$ cat config.mk
export PLATFORM = sky130hd
export DESIGN_NAME = vending_core_p
export DESIGN_NICKNAME = d
export VERILOG_FILES = /design/src/rtl/vend_pkg.sv /design/src/rtl/vend_table.sv /design/src/rtl/vending_core_p.sv
export SDC_FILE = /design/constraint.sdc
export NUM_CORES = 1
export LEC_CHECK = 0
export BUFFER_PORTS_ARGS = -buffer_cell sky130_fd_sc_hd__buf_2
export CORE_UTILIZATION = 40
export CTS_CLUSTER_SIZE = 10
export DETAILED_ROUTE_END_ITERATION = 16
export PLACE_DENSITY_LB_ADDON = 0.08
export SYNTH_ARGS = -nofsm -noshare
export SYNTH_HDL_FRONTEND = slang
export SYNTH_SLANG_ARGS = --single-unit
$ cat constraint.sdc
create_clock -name CLK -period 6.35 [get_ports CLK]
set_clock_uncertainty 0.15 [all_clocks]
set_input_delay 1.27 -clock CLK [delete_from_list [all_inputs] [get_ports CLK]]
set_output_delay 1.27 -clock CLK [all_outputs]
set_load 0.03 [all_outputs]
$ cat src/rtl/vend_pkg.sv
// Shared types and defaults for the vending controller.
package vend_pkg;

    typedef enum logic [2:0] {
        StIdle,
        StHaveRow,
        StCheck,
        StPay,
        StVend,
        StRefund
    } state_e;

    localparam logic PRG_TGT_PRICE = 1'b0;
    localparam logic PRG_TGT_STOCK = 1'b1;

    localparam int unsigned DEF_N_ROWS        = 4;
    localparam int unsigned DEF_N_COLS        = 4;
    localparam int unsigned DEF_PRICE_W       = 16;
    localparam int unsigned DEF_STOCK_W       = 8;
    localparam int unsigned DEF_DEFAULT_PRICE = 100;
    localparam int unsigned DEF_STOCK_INIT    = 10;
    localparam int unsigned DEF_TIMEOUT_CYC   = 1000;

endpackage

$ cat src/rtl/vend_table.sv
// Per-slot price and stock register file: one write port, one combinational read port and a
// decrement port; a stock write to a slot overrides a same-cycle decrement of that slot.
module vend_table
    import vend_pkg::*;
#(
    parameter int unsigned SEL_W         = 4,
    parameter int unsigned PRICE_W       = DEF_PRICE_W,
    parameter int unsigned STOCK_W       = DEF_STOCK_W,
    parameter int unsigned DEFAULT_PRICE = DEF_DEFAULT_PRICE,
    parameter int unsigned STOCK_INIT    = DEF_STOCK_INIT
) (
    input  logic               CLK,
    input  logic               I_RESET,
    input  logic               wr_en,
    input  logic               wr_tgt,
    input  logic [SEL_W-1:0]   wr_addr,
    input  logic [PRICE_W-1:0] wr_data,
    input  logic [SEL_W-1:0]   rd_addr,
    output logic [PRICE_W-1:0] rd_price,
    output logic [STOCK_W-1:0] rd_stock,
    input  logic               dec_en,
    input  logic [SEL_W-1:0]   dec_addr
);

    localparam int unsigned NUM_SLOTS = 2 ** SEL_W;

    logic [PRICE_W-1:0] price_q [NUM_SLOTS];
    logic [STOCK_W-1:0] stock_q [NUM_SLOTS];

    always_ff @(posedge CLK) begin
        if (I_RESET) begin
            for (int unsigned i = 0; i < NUM_SLOTS; i++) begin
                price_q[i] <= PRICE_W'(DEFAULT_PRICE);
                stock_q[i] <= STOCK_W'(STOCK_INIT);
            end
        end else begin
            for (int unsigned i = 0; i < NUM_SLOTS; i++) begin
                if (wr_en && wr_tgt == PRG_TGT_PRICE && wr_addr == SEL_W'(i)) begin
                    price_q[i] <= wr_data;
                end
                if (wr_en && wr_tgt == PRG_TGT_STOCK && wr_addr == SEL_W'(i)) begin
                    stock_q[i] <= wr_data[STOCK_W-1:0];
                end else if (dec_en && dec_addr == SEL_W'(i) && stock_q[i] != '0) begin
                    stock_q[i] <= stock_q[i] - STOCK_W'(1);
                end
            end
        end
    end

    assign rd_price = price_q[rd_addr];
    assign rd_stock = stock_q[rd_addr];

endmodule

$ cat src/rtl/vending_core_p.sv
// Vending controller: keypad selection FSM, saturating coin credit, vend/refund payout and an
// inactivity timeout, backed by a programmable price/stock table.
module vending_core_p
    import vend_pkg::*;
#(
    parameter int unsigned N_ROWS        = DEF_N_ROWS,
    parameter int unsigned N_COLS        = DEF_N_COLS,
    parameter int unsigned PRICE_W       = DEF_PRICE_W,
    parameter int unsigned STOCK_W       = DEF_STOCK_W,
    parameter int unsigned DEFAULT_PRICE = DEF_DEFAULT_PRICE,
    parameter int unsigned STOCK_INIT    = DEF_STOCK_INIT,
    parameter int unsigned TIMEOUT_CYC   = DEF_TIMEOUT_CYC,
    localparam int unsigned ROW_W        = $clog2(N_ROWS),
    localparam int unsigned COL_W        = $clog2(N_COLS),
    localparam int unsigned SEL_W        = ROW_W + COL_W
) (
    input  logic               CLK,
    input  logic               I_RESET,
    input  logic [N_ROWS-1:0]  I_ROW_KEY,
    input  logic [N_COLS-1:0]  I_COL_KEY,
    input  logic               I_COIN_VALID,
    input  logic [PRICE_W-1:0] I_COIN_VAL,
    input  logic               I_CANCEL,
    input  logic               I_PRG_WE,
    input  logic               I_PRG_TGT,
    input  logic [SEL_W-1:0]   I_PRG_ADDR,
    input  logic [PRICE_W-1:0] I_PRG_DATA,
    output logic [PRICE_W-1:0] O_CREDIT,
    output logic [PRICE_W-1:0] O_PRICE,
    output logic [SEL_W-1:0]   O_SEL,
    output logic               O_SUCCESS,
    output logic [PRICE_W-1:0] O_CHANGE,
    output logic               O_CHANGE_VALID,
    output logic               O_SOLD_OUT
);

    localparam int unsigned TMO_W = $clog2(TIMEOUT_CYC);

    state_e             state_q, state_d;
    logic [ROW_W-1:0]   row_q, row_d, row_idx;
    logic [COL_W-1:0]   col_q, col_d, col_idx;
    logic [PRICE_W-1:0] credit_q, credit_d, price_q, price_d, change_q, change_d;
    logic [SEL_W-1:0]   sel_q, sel_d;
    logic               success_q, success_d, chg_vld_q, chg_vld_d, sold_q, sold_d;
    logic [TMO_W-1:0]   tmo_q, tmo_d;
    logic               row_vld, col_vld, activity, tmo_hit, paid;
    logic [PRICE_W:0]   coin_sum;
    logic [PRICE_W-1:0] credit_add, coin_only, rd_price;
    logic [STOCK_W-1:0] rd_stock;

    // Multi-hot keys are treated as no key at all.
    always_comb begin
        row_idx = '0;
        col_idx = '0;
        for (int unsigned i = 0; i < N_ROWS; i++) if (I_ROW_KEY[i]) row_idx = ROW_W'(i);
        for (int unsigned i = 0; i < N_COLS; i++) if (I_COL_KEY[i]) col_idx = COL_W'(i);
    end
    assign row_vld = $onehot(I_ROW_KEY);
    assign col_vld = $onehot(I_COL_KEY);

    assign coin_sum   = {1'b0, credit_q} + {1'b0, I_COIN_VAL};
    assign credit_add = I_COIN_VALID ? (coin_sum[PRICE_W] ? '1 : coin_sum[PRICE_W-1:0])
                                     : credit_q;
    assign coin_only  = I_COIN_VALID ? I_COIN_VAL : '0;

    assign activity = row_vld | col_vld | I_COIN_VALID;
    assign tmo_hit  = (tmo_q == TMO_W'(TIMEOUT_CYC - 1)) && !activity;
    assign paid     = credit_q >= rd_price;

    vend_table #(
        .SEL_W         (SEL_W),
        .PRICE_W       (PRICE_W),
        .STOCK_W       (STOCK_W),
        .DEFAULT_PRICE (DEFAULT_PRICE),
        .STOCK_INIT    (STOCK_INIT)
    ) u_table (
        .CLK      (CLK),
        .I_RESET  (I_RESET),
        .wr_en    (I_PRG_WE),
        .wr_tgt   (I_PRG_TGT),
        .wr_addr  (I_PRG_ADDR),
        .wr_data  (I_PRG_DATA),
        .rd_addr  ({row_q, (state_q == StHaveRow) ? col_idx : col_q}),
        .rd_price (rd_price),
        .rd_stock (rd_stock),
        .dec_en   (state_q == StVend),
        .dec_addr ({row_q, col_q})
    );

    always_ff @(posedge CLK) begin
        if (I_RESET) begin
            state_q <= StIdle;
        end else begin
            state_q <= state_d;
        end
    end

    always_comb begin
        state_d = state_q;
        unique case (state_q)
            StIdle: begin
                if (I_CANCEL)     state_d = StRefund;
                else if (row_vld) state_d = StHaveRow;
            end
            StHaveRow: begin
                if (I_CANCEL)     state_d = StRefund;
                else if (row_vld) state_d = StHaveRow;
                else if (col_vld) state_d = StCheck;
                else if (tmo_hit) state_d = StIdle;
            end
            StCheck: begin
                if (I_CANCEL)             state_d = StRefund;
                else if (rd_stock == '0)  state_d = StIdle;
                else if (paid)            state_d = StVend;
                else                      state_d = StPay;
            end
            StPay: begin
                if (I_CANCEL)     state_d = StRefund;
                else if (row_vld) state_d = StHaveRow;
                else if (paid)    state_d = StVend;
                else if (tmo_hit) state_d = StIdle;
            end
            StVend, StRefund: state_d = StIdle;
            default:          state_d = StIdle;
        endcase
    end

    always_comb begin
        row_d     = row_q;
        col_d     = col_q;
        credit_d  = credit_add;
        price_d   = price_q;
        sel_d     = sel_q;
        change_d  = change_q;
        success_d = 1'b0;
        chg_vld_d = 1'b0;
        sold_d    = 1'b0;
        unique case (state_q)
            StIdle: begin
                if (!I_CANCEL && row_vld) row_d = row_idx;
            end
            StHaveRow: begin
                if (!I_CANCEL) begin
                    if (row_vld) begin
                        row_d = row_idx;
                    end else if (col_vld) begin
                        col_d   = col_idx;
                        price_d = rd_price;
                    end else if (tmo_hit) begin
                        price_d = '0;
                    end
                end
            end
            StCheck: begin
                if (!I_CANCEL) begin
                    if (rd_stock == '0) begin
                        sold_d  = 1'b1;
                        price_d = '0;
                    end else begin
                        price_d = rd_price;
                    end
                end
            end
            StPay: begin
                // O_PRICE follows the table so a reprogrammed price is visible immediately.
                if (!I_CANCEL) begin
                    if (row_vld) begin
                        row_d   = row_idx;
                        price_d = '0;
                    end else begin
                        price_d = (paid || !tmo_hit) ? rd_price : '0;
                    end
                end
            end
            StVend: begin
                success_d = 1'b1;
                chg_vld_d = 1'b1;
                sel_d     = {row_q, col_q};
                change_d  = credit_q - price_q;
                credit_d  = coin_only;
                price_d   = '0;
            end
            StRefund: begin
                chg_vld_d = 1'b1;
                change_d  = credit_q;
                credit_d  = coin_only;
                price_d   = '0;
            end
            default: ;
        endcase

        tmo_d = tmo_q + TMO_W'(1);
        if (state_d != state_q || activity || !(state_q inside {StHaveRow, StPay})) begin
            tmo_d = '0;
        end
    end

    always_ff @(posedge CLK) begin
        if (I_RESET) begin
            row_q     <= '0;
            col_q     <= '0;
            credit_q  <= '0;
            price_q   <= '0;
            sel_q     <= '0;
            change_q  <= '0;
            success_q <= 1'b0;
            chg_vld_q <= 1'b0;
            sold_q    <= 1'b0;
            tmo_q     <= '0;
        end else begin
            row_q     <= row_d;
            col_q     <= col_d;
            credit_q  <= credit_d;
            price_q   <= price_d;
            sel_q     <= sel_d;
            change_q  <= change_d;
            success_q <= success_d;
            chg_vld_q <= chg_vld_d;
            sold_q    <= sold_d;
            tmo_q     <= tmo_d;
        end
    end

    assign O_CREDIT       = credit_q;
    assign O_PRICE        = price_q;
    assign O_SEL          = sel_q;
    assign O_SUCCESS      = success_q;
    assign O_CHANGE       = change_q;
    assign O_CHANGE_VALID = chg_vld_q;
    assign O_SOLD_OUT     = sold_q;

endmodule

Word level (Yosys, flattened, before mapping). Memories as Yosys holds them, arrays and structs flattened. Index checks and enable logic that the tools add are counted.

Memory bits (writable): 384. Output and inout port bits: 55. Bits in latches: 0. Memories: 2. ROM bits: 0. Bits in registers: 72.

Memory list: u_table.price_q (depth 16, bits a word 16, read ports 1, clocked after memory_dff 0, write ports 16, RTL line vend_table.sv:27) `logic [PRICE_W-1:0] price_q [NUM_SLOTS];`; u_table.stock_q (depth 16, bits a word 8, read ports 17, clocked after memory_dff 0, write ports 16, RTL line vend_table.sv:28) `logic [STOCK_W-1:0] stock_q [NUM_SLOTS];`.

$add $sub $neg: 25. Bitwise logic cells: 54. Magnitude comparators: 1. Shifts and indexed selects: 0. Mux-type cells: 252. Div/mod/pow operators: 0. Reduce and logical (&&, ||, !) cells: 107. Multiply operators: 0. Eq/ne operators: 47.

Operators with widths (number): 16-bit two-way mux (29); 8-bit two-way mux (32); 1-bit two-way mux (167); 8-bit nonzero test (16); 8-bit by 1-bit subtractor with 8-bit output (second input constant) (16); 1-bit logical AND (68); 4-bit == test (second input constant) (16); 16-bit case mux with 4 select lines (1); 1-bit bitwise OR (50); 3-bit two-way mux (12); 4-bit by 3-bit == test with 1-bit output (second input constant) (8); 16-bit case mux with 2 select lines (1); 16-bit by 16-bit adder with 17-bit output (1); 4-bit by 2-bit == test with 1-bit output (second input constant) (4); 16-bit greater-or-equal comparator (1); 2-bit two-way mux (8); 16-bit subtractor (1); 2-bit != test (second input constant) (6); 3-bit case mux with 4 select lines (1); 10-bit by 1-bit adder with 10-bit output (second input constant) (1); 10-bit == test (second input constant) (1); 3-bit by 1-bit == test with 1-bit output (second input constant) (3); 1-bit by 1-bit adder with 2-bit output (4); 4-bit by 1-bit == test with 1-bit output (second input constant) (2); other kinds (19) (37).

Depth between registers and ports, before layout. Gate-level depths: netlist of the first run.

Word-level depth: 16. Gate-level depth with buffers: 22.

By module. A second synthesis of the first run with hierarchy kept.

Cells, all modules: 2144. Area, all modules: 24558.6 µm².

By module, submodules not included: vend_table (cells each 1538, area an instance 19663.9 µm², instances 1); vending_core_p (cells each 606, area an instance 4894.7 µm², instances 1).

Worst setup path after synthesis of the first run. OpenSTA, ideal clock, no wires.

Path type: input-to-reg. Start: in I_COL_KEY[3]. End: reg tmo_q[0]. Stages on the path: 19. Buffers on the path: 5. Path slack: 0.439 ns. Arrival: 5.675 ns. Cells stage by stage: or2_2 clkbuf_1 mux2_2 clkbuf_1 buf_1 clkbuf_1 mux4_2 mux4_2 inv_1 ha_1 a21o_1 a21o_1 a211oi_1 o21bai_1 a211oi_1 o41ai_1 or4b_1 buf_2 a211oi_1.

Longest elaborated chain between the ends: 16. Elaborated cells between the ends (all ways): 28. Classes of those cells: 2 x add/sub; 1 x order compare; 2 x eq/ne; 13 x mux; 2 x bitwise; 6 x reduce/logical; 2 x memory.

Ends and longest elaborated chain: start, declared (RTL line vending_core_p.sv:20) `input logic [N_COLS-1:0] I_COL_KEY,`; branches (longest 13 deep; another with memory 16 x 16 bit); 1-bit logical OR (*) (2 in a row) (RTL line vending_core_p.sv:193) `if (state_d != state_q || activity || !(state_q inside {StHaveRow, StPay})) begin`; 2-bit OR reduction (no source line) (*); end signal, assigned (RTL line vending_core_p.sv:220) `tmo_q <= tmo_d;`; end, declared (RTL line vending_core_p.sv:45) `logic [TMO_W-1:0] tmo_q, tmo_d;`.

Mark *: on every way between the ends. A chain may end at the register's enable or synchronous reset.

Worst setup path in the final report of the first run.
Start: reg state_q[2]. End: reg tmo_q[5].

Longest elaborated chain between the ends: 12. Elaborated cells between the ends (all ways): 28. Classes of those cells: 1 x order compare; 4 x eq/ne; 14 x mux; 7 x reduce/logical; 2 x memory.

Ends and longest elaborated chain: start, declared (RTL line vending_core_p.sv:39) `state_e state_q, state_d;`; start signal, assigned (RTL line vending_core_p.sv:92) `state_q <= StIdle;`; start signal, assigned (RTL line vending_core_p.sv:94) `state_q <= state_d;`; 3-bit by 1-bit == test with 1-bit output (RTL line vending_core_p.sv:83, vending_core_p.sv:100, vending_core_p.sv:193); 2-bit two-way mux (RTL line vending_core_p.sv:83) `.rd_addr ({row_q, (state_q == StHaveRow) ? col_idx : col_q}),`; memory 16 x 16 bit; 16-bit greater-or-equal comparator (RTL line vending_core_p.sv:68) `assign paid = credit_q >= rd_price;`; 3-bit two-way mux, on equally long branches (RTL line vending_core_p.sv:120, vending_core_p.sv:114); 3-bit two-way mux, on equally long branches (RTL line vending_core_p.sv:119, vending_core_p.sv:113); 3-bit two-way mux, on equally long branches (RTL line vending_core_p.sv:118, vending_core_p.sv:112); 3-bit case mux with 4 select lines (RTL line vending_core_p.sv:100) `unique case (state_q)`; 3-bit != test (RTL line vending_core_p.sv:193); 1-bit logical OR (RTL line vending_core_p.sv:193); 1-bit logical OR (*) (RTL line vending_core_p.sv:193); 2-bit OR reduction (no source line) (*).

Every way passes the cells marked *; elsewhere a longest branch is shown, timed or not.

==> impl_metrics.ini, run 1 <==
[die]
core.rowCount = 90
start_util_pct = 40.5
die-area_um2 = 62300
die_width_um = 250
core_um2 = 60500
die_h_um = 250
pin_count = 105

[yosys]
synth_flop_cell = edfxtp_1
synth_edf_count = 384
syn_inst = 2194
synthArstFlopShare_pct = 0
syn_area_per_cell_um2 = 11.2
yosysSeqAreaShare_pct = 52.9
yosysUniqueCellTypes = 74
synthesis.nets = 2332
synth_seq_cells = 456
syn_area_um2 = 24500
ys_warn_count = 0

[cts]
clk_path_buf_depth = 3
hold_buffers = 0
cts_num_sinks = 456
clk_pin_slew_ns = 0.06
cts_buffers = 54
cts_setup_buffers = 0
htree_num_levels = 2
worstSkewPairLatency_ns = 0.63
root_buffer = clkbuf_16
cts_tree = yes
post_cts_resized = 0

[grt]
grt_pass1_wl_um = 113000
grt_max_degree = 52
overflow = 0
top_usage_layer = met2
grtUsageMet2_pct = 38.1
grtUsageMet1_pct = 34.7
use_met3_pct = 3.32
antenna_found_initial = 0
grtUsageTotal_pct = 24.0
grt_pass1_vias = 17648

[worst_setup_path]
crit_type = reg2reg
critPathLaunchType = flop
r2r-end = tmo_q[5]$_SDFF_PP0_
critPathCaptureType = flop
cp_cell_sequence = nor3b_4, buf_4, nor2_2, or2_4, buf_4, mux4_2, mux4_2, inv_1, ha_1, a21o_1, a21o_1, a211oi_1, o41ai_1, or4b_1, a211oi_1
cp_max_fo = 21
cp_slowest_stage_delay_ns = 0.72
path_depth = 15
required_ns = 6.73
worstSetupEndpoint = tmo_q[5]$_SDFF_PP0_
slowest_stage = or4b_1
crit_family = simple AND/OR/NAND/NOR gates
rrSetupSlack_ns = 0.66
r2r_cells = 15
cp.arrival_ns = 6.07
reg2reg_from = state_q[2]$_SDFF_PP0_
path_buf_inv = 3
worstSetupStartpoint = state_q[2]$_SDFF_PP0_

[timing]
timing.fmax_ghz = 0.176
hold_violations = 0
slew_headroom_pct = 18.2
fin_setup_tns_ns = 0
rsz0062_at_grt = false
fin_crit_sh_pct = 89.6
layout_min_cycle_time_ns = 5.69
slew_violations = 0
tightest_slew_ns = 1.23
finalSetupViolCount = 0

[drt]
detail_route.first_pass.iterations = 7
wirelength_um = 75200
num_vias = 18059
viasPerCell = 5.84
route.detailed.wl_per_inst_um = 24.3
drt_first_iter_violations = 1889
postRouteAntennaNets = 0
drc_errors = 0

[cells_and_area]
fin_util_pct = 45.4
drive_gt1_share_pct = 14.1
area_growth_syn_to_layout_pct = 12.2
design_area_um2 = 27500
n_antenna_cell = 0
nNetsFinal = 2417

[power]
p_per_area_nw_per_um2 = 314
cellLeakagePower_nw = 9.81
peakVddDrop_v = 0.000223

[hold_path]
min_path_type = reg2reg
hold_start = O_SEL[3]$_SDFFE_PP0P_

[outcome]
status = completed

[placed_design]
dpl.hpwl_um = 51100
routabilityCongestion = 0.905
port_buffers = 104
placed_area_um2 = 25900

[job]
maxCapViolations = 0
cells in the mapped netlist (all sizes together), types with 16 or more instances:
library cell / count / share of area (%)
mux4: 87 / 8.0
a22oi: 21 / 0.64
edfxtp: 384 / 47
a211oi: 25 / 0.79
clkbuf: 97 / 1.5
inv: 121 / 1.9
nand2: 234 / 3.6
nor3: 60 / 1.2
nor4: 24 / 0.61
nand3: 24 / 0.49
xnor2: 65 / 2.3
or3: 24 / 0.61
buf: 25 / 0.57
xor2: 63 / 2.3
a21o: 24 / 0.74
o21ai: 103 / 2.1
a41oi: 17 / 0.61
a21oi: 54 / 1.1
o22ai: 22 / 0.56
o22a: 16 / 0.57
nand2b: 55 / 1.4
dfxtp: 72 / 5.9
nor2: 304 / 4.7
ha: 84 / 4.3
state kept, by name, indices dropped and copies added, names as in the netlist, 3 cells and up:
name and flops:
u_table.price_q 256, O_SEL 4, tmo_q 10, O_PRICE 16
u_table.stock_q 128, O_CHANGE 16, O_CREDIT 16, state_q 3
cell type report:
class,count,area (um2)
clock buffers,81,1490
clock inverters,7,98.8
fillers,5557,33000
inverters,121,454
multi-input cells,1495,10600
flip-flops and latches,456,13000
well taps,782,978
repair buffers,151,876
cell families (layout without fill, tap and decap cells):
family                     Yosys count  in the layout  synth area share [%]
and+or+nand+nor                    806            806                  15.1
adders and majority gates           88             88                  4.62
buffers and inverters              243            360                  3.91
AOI/OAI and AO/OA                  370            370                  10.2
DFF                                456            456                  52.9
xor gates and xnor gates           128            128                  4.58
muxes                              103            103                  8.66
worst min path at each step:
stage                                  endpoint  depth (start not counted)
after floorplan             tmo_q[0]$_SDFF_PP0_                          1
after global placement    O_SEL[3]$_SDFFE_PP0P_                          2
after detailed placement  O_SEL[3]$_SDFFE_PP0P_                          2
after CTS                 O_SEL[3]$_SDFFE_PP0P_                          2
after global routing      O_SEL[0]$_SDFFE_PP0P_                          2
final                     O_SEL[3]$_SDFFE_PP0P_                          2
layer usage:
layer / up-vias / routed length (um)
li1: 8213 / -
met1: 9123 / 34500
met4: 0 / 1630
met3: 108 / 4480
met5: - / 0
met2: 615 / 34600
worst reg2reg max path: cells and delay by family (launching register included):
family,cells,cell delay [ns]
adder cells (fa/ha/maj),1,0.24
AO/OA/AOI/OAI,5,1.08
multiplexers,2,1.10
AND/OR/NAND/NOR,4,1.79
buffers and inverters,3,0.68
flip-flops,1,0.56
report_power, final:
part	internal (mW)	total, mW	switching (mW)
combinational	0.889	2.11	1.22
sequential	3.46	3.65	0.193
clock	1.61	2.87	1.26
stage by stage:
stage | power (mW) | worst slack [ns] | hold WS (ns) | std cells
after floorplan | 5.17 | 0.439 | 0.287 | 2194
after global placement | 5.78 | 0.264 | 0.300 | 3005
after detailed placement | 5.82 | 0.154 | 0.296 | 3005
after CTS | 8.70 | 0.618 | 0.304 | 3093
after global routing | 9.00 | 0.332 | 0.331 | 3093
final | 8.63 | 0.659 | 0.301 | 3093
cells in the final DEF, fill, tap and decap left out, types with 7 or more instances in the layout:
| master | instances |
|---|---|
| ha_1 | 84 |
| a41oi_1 | 17 |
| a22oi_1 | 21 |
| edfxtp_1 | 384 |
| nor4b_1 | 12 |
| buf_2 | 103 |
| nor2_1 | 302 |
| or3_1 | 24 |
| dfxtp_1 | 71 |
| nor3_1 | 60 |
| xor2_1 | 63 |
| a2111oi_0 | 12 |
| o22a_1 | 16 |
| or4_1 | 13 |
| o21ai_0 | 100 |
| a21oi_1 | 54 |
| a21o_1 | 24 |
| clkbuf_1 | 23 |
| nand2b_1 | 55 |
| xnor2_1 | 65 |
| nand2_1 | 234 |
| a311oi_1 | 7 |
| a221oi_1 | 7 |
| nand4_1 | 10 |
| mux2i_1 | 14 |
| nor2b_1 | 13 |
| nand3_1 | 24 |
| nand3b_1 | 10 |
| mux4_2 | 87 |
| nor4_1 | 24 |
| inv_1 | 121 |
| clkbuf_16 | 54 |
| a211oi_1 | 24 |
| o22ai_1 | 22 |
| buf_4 | 48 |
Power figures use the tool's default switching activity.
==> run 2: changes to the inputs <==
--- a/config.mk
+++ b/config.mk
@@ -9,6 +9,7 @@
 export CORE_UTILIZATION = 40
 export CTS_CLUSTER_SIZE = 10
 export DETAILED_ROUTE_END_ITERATION = 16
+export GPL_TIMING_DRIVEN = 0
 export PLACE_DENSITY_LB_ADDON = 0.08
 export SYNTH_ARGS = -nofsm -noshare
 export SYNTH_HDL_FRONTEND = slang
==> run 2 against run 1 <==
Via count up 1.4%; final cell count up 2.2%; wire length up 2.7%; total power up 1.8%; register-to-register slack worse by 0.25 ns; combinational power up 9%; die area unchanged; clock-buffer cell count down 5; critical path depth up 4; global-route usage up 0.91 points; design area up 0.90%; hold slack better by 0.0052 ns; largest cell class unchanged; largest power group unchanged.
==> impl_metrics.ini, run 2 (synthesized netlist as in run 1, its figures left out) <==
[die]
pin_count = 105
core.rowCount = 90
start_util_pct = 40.5
die_width_um = 250
die_h_um = 250
die-area_um2 = 62300
core_um2 = 60500

[grt]
grtUsageTotal_pct = 24.9
grt_pass1_wl_um = 117000
antenna_found_initial = 3
grt_max_degree = 26
overflow = 0
grt_pass1_vias = 18224

[timing]
finalSetupViolCount = 0
tightest_slew_ns = 1.20
worst_hold_slack_ns = 0.306
slew_violations = 0
fin_crit_sh_pct = 94.6
fin_setup_tns_ns = 0
rsz0062_at_grt = false
hold_violations = 0
slew_headroom_pct = 20.3
layout_min_cycle_time_ns = 6.01
timing.fmax_ghz = 0.166

[cells_and_area]
area_growth_syn_to_layout_pct = 13.2
design_area_um2 = 27700
nNetsFinal = 2490
fin_util_pct = 45.9
reg_top3 = u_table.price_q (256), u_table.stock_q (128)
largest_register = u_table.price_q
final_cell_mix = edfxtp_1 (384), nor2_1 (302), nand2_1 (234)
n_antenna_cell = 0
drive_gt1_share_pct = 12.8
largest_reg_flops = 256
layout_commonest_cell = edfxtp_1
fill_cells = 5611

[drt]
wirelength_um = 77200
viasPerCell = 5.79
detail_route.first_pass.iterations = 5
drt_first_iter_violations = 1804
num_vias = 18305
drc_errors = 0
route.detailed.wl_per_inst_um = 24.4
postRouteAntennaNets = 0

[cts]
clk_path_buf_depth = 3
clk_pin_slew_ns = 0.05
worstSkewPairLatency_ns = 0.65
cts_setup_buffers = 0
cts_num_sinks = 456
cts_buffers = 54
cts_tree = yes
root_buffer = clkbuf_16
htree_num_levels = 2
hold_buffers = 0

[power]
netSwitchingFraction_pct = 32.1
cellLeakagePower_nw = 9.84
combPwrFrac_pct = 26.0
peakVddDrop_v = 0.000237
seqPwrFrac_pct = 41.2
p_int_mw = 5.96
p_clk_share_pct = 32.8
netSwitchingPower_mw = 2.82
p_per_area_nw_per_um2 = 317
finalPower_mw = 8.79

[worst_setup_path]
critPathLaunchType = primary input
cp_max_fo = 10
r2r_cells = 21
crit_type = in2reg
critPathCaptureType = flop
rrSetupSlack_ns = 0.41
cp.arrival_ns = 6.38
required_ns = 6.72

[hold_path]
min_path_cells = 2
min_path_type = reg2reg

[placed_design]
dpl.hpwl_um = 55900
placed_area_um2 = 26100
routabilityCongestion = 0.897
port_buffers = 101

[job]
maxCapViolations = 0

[outcome]
status = completed
[run 2: changes by cell type in the layout (fill, tap and decap cells not counted), sizes merged]
cell	before	now
buf	151	127
clkinv	7	8
clkbuf	81	173
[run 2: metal layers]
layer  wire length [um]  GRT usage, %  vias up
met5                  0             0        -
met4               1930          7.04        0
met3               5740          4.38      124
met2              34400          38.2      752
met1              35100          36.2     9070
li1                   -             -     8359
[run 2: cell type report]
cell class                      count  area [um2]  area share, %
Multi-Input combinational cell   1495       10600           38.3
Clock buffer                       76        1460           5.28
Timing Repair Buffer              105         578           2.08
Sequential cell                   456       13000           46.8
Clock inverter                      8         114          0.411
Tap cell                          782         978           3.53
Inverter                          121         454           1.64
Buffer                            119         534           1.93
[run 2: worst paths after layout]
path,from,endpoint
worst min register to register,O_SEL[1]$_SDFFE_PP0P_,O_SEL[1]$_SDFFE_PP0P_
worst max register to register,state_q[1]$_SDFF_PP0_,tmo_q[3]$_SDFF_PP0_
worst max-delay path,I_COL_KEY[1],tmo_q[3]$_SDFF_PP0_
worst min-delay path,O_SEL[1]$_SDFFE_PP0P_,O_SEL[1]$_SDFFE_PP0P_
[run 2: metrics by stage]
| stage | instances | setup slack (ns) |
|---|---|---|
| after global placement | 3077 | -1.79 |
| after global routing | 3162 | 0.0579 |
| after detailed placement | 3081 | -1.84 |
| after CTS | 3163 | 0.0251 |
| final | 3162 | 0.344 |
| after floorplan | 2194 | 0.439 |
[run 2: power by group through the flow]
stage                     Combinational (mW)  Clock [mW]  Sequential, mW
after global placement                  2.21           0            3.67
after detailed placement                2.24           0            3.68
after global routing                    2.48        3.04            3.64
after floorplan                         1.46           0            3.71
final                                   2.29        2.88            3.62
after CTS                               2.26        2.92            3.62
[run 2: critical path: stages]
cell	delay [ns]
buf_2	0.07
inv_1	0.09
o211a_4	0.32
nor2_2	0.21
clkbuf_4	0.33
buf_4	0.34
mux4_2	0.63
mux4_2	0.54
ha_1	0.28
nand2b_1	0.13
a21o_1	0.17
a21o_1	0.17
a211oi_1	0.23
o21bai_1	0.13
a211oi_2	0.30
o41ai_4	0.18
or4b_1	0.52
buf_2	0.22
a211oi_1	0.21
[run 2: repair_timing]
| action | 4_1_cts | 5_1_grt |
|---|---|---|
| pin swaps | 0 | 2 |
| cloned | 0 | 0 |
| resized for setup | 13 | 15 |
| setup endpoints to repair | 29 | 21 |
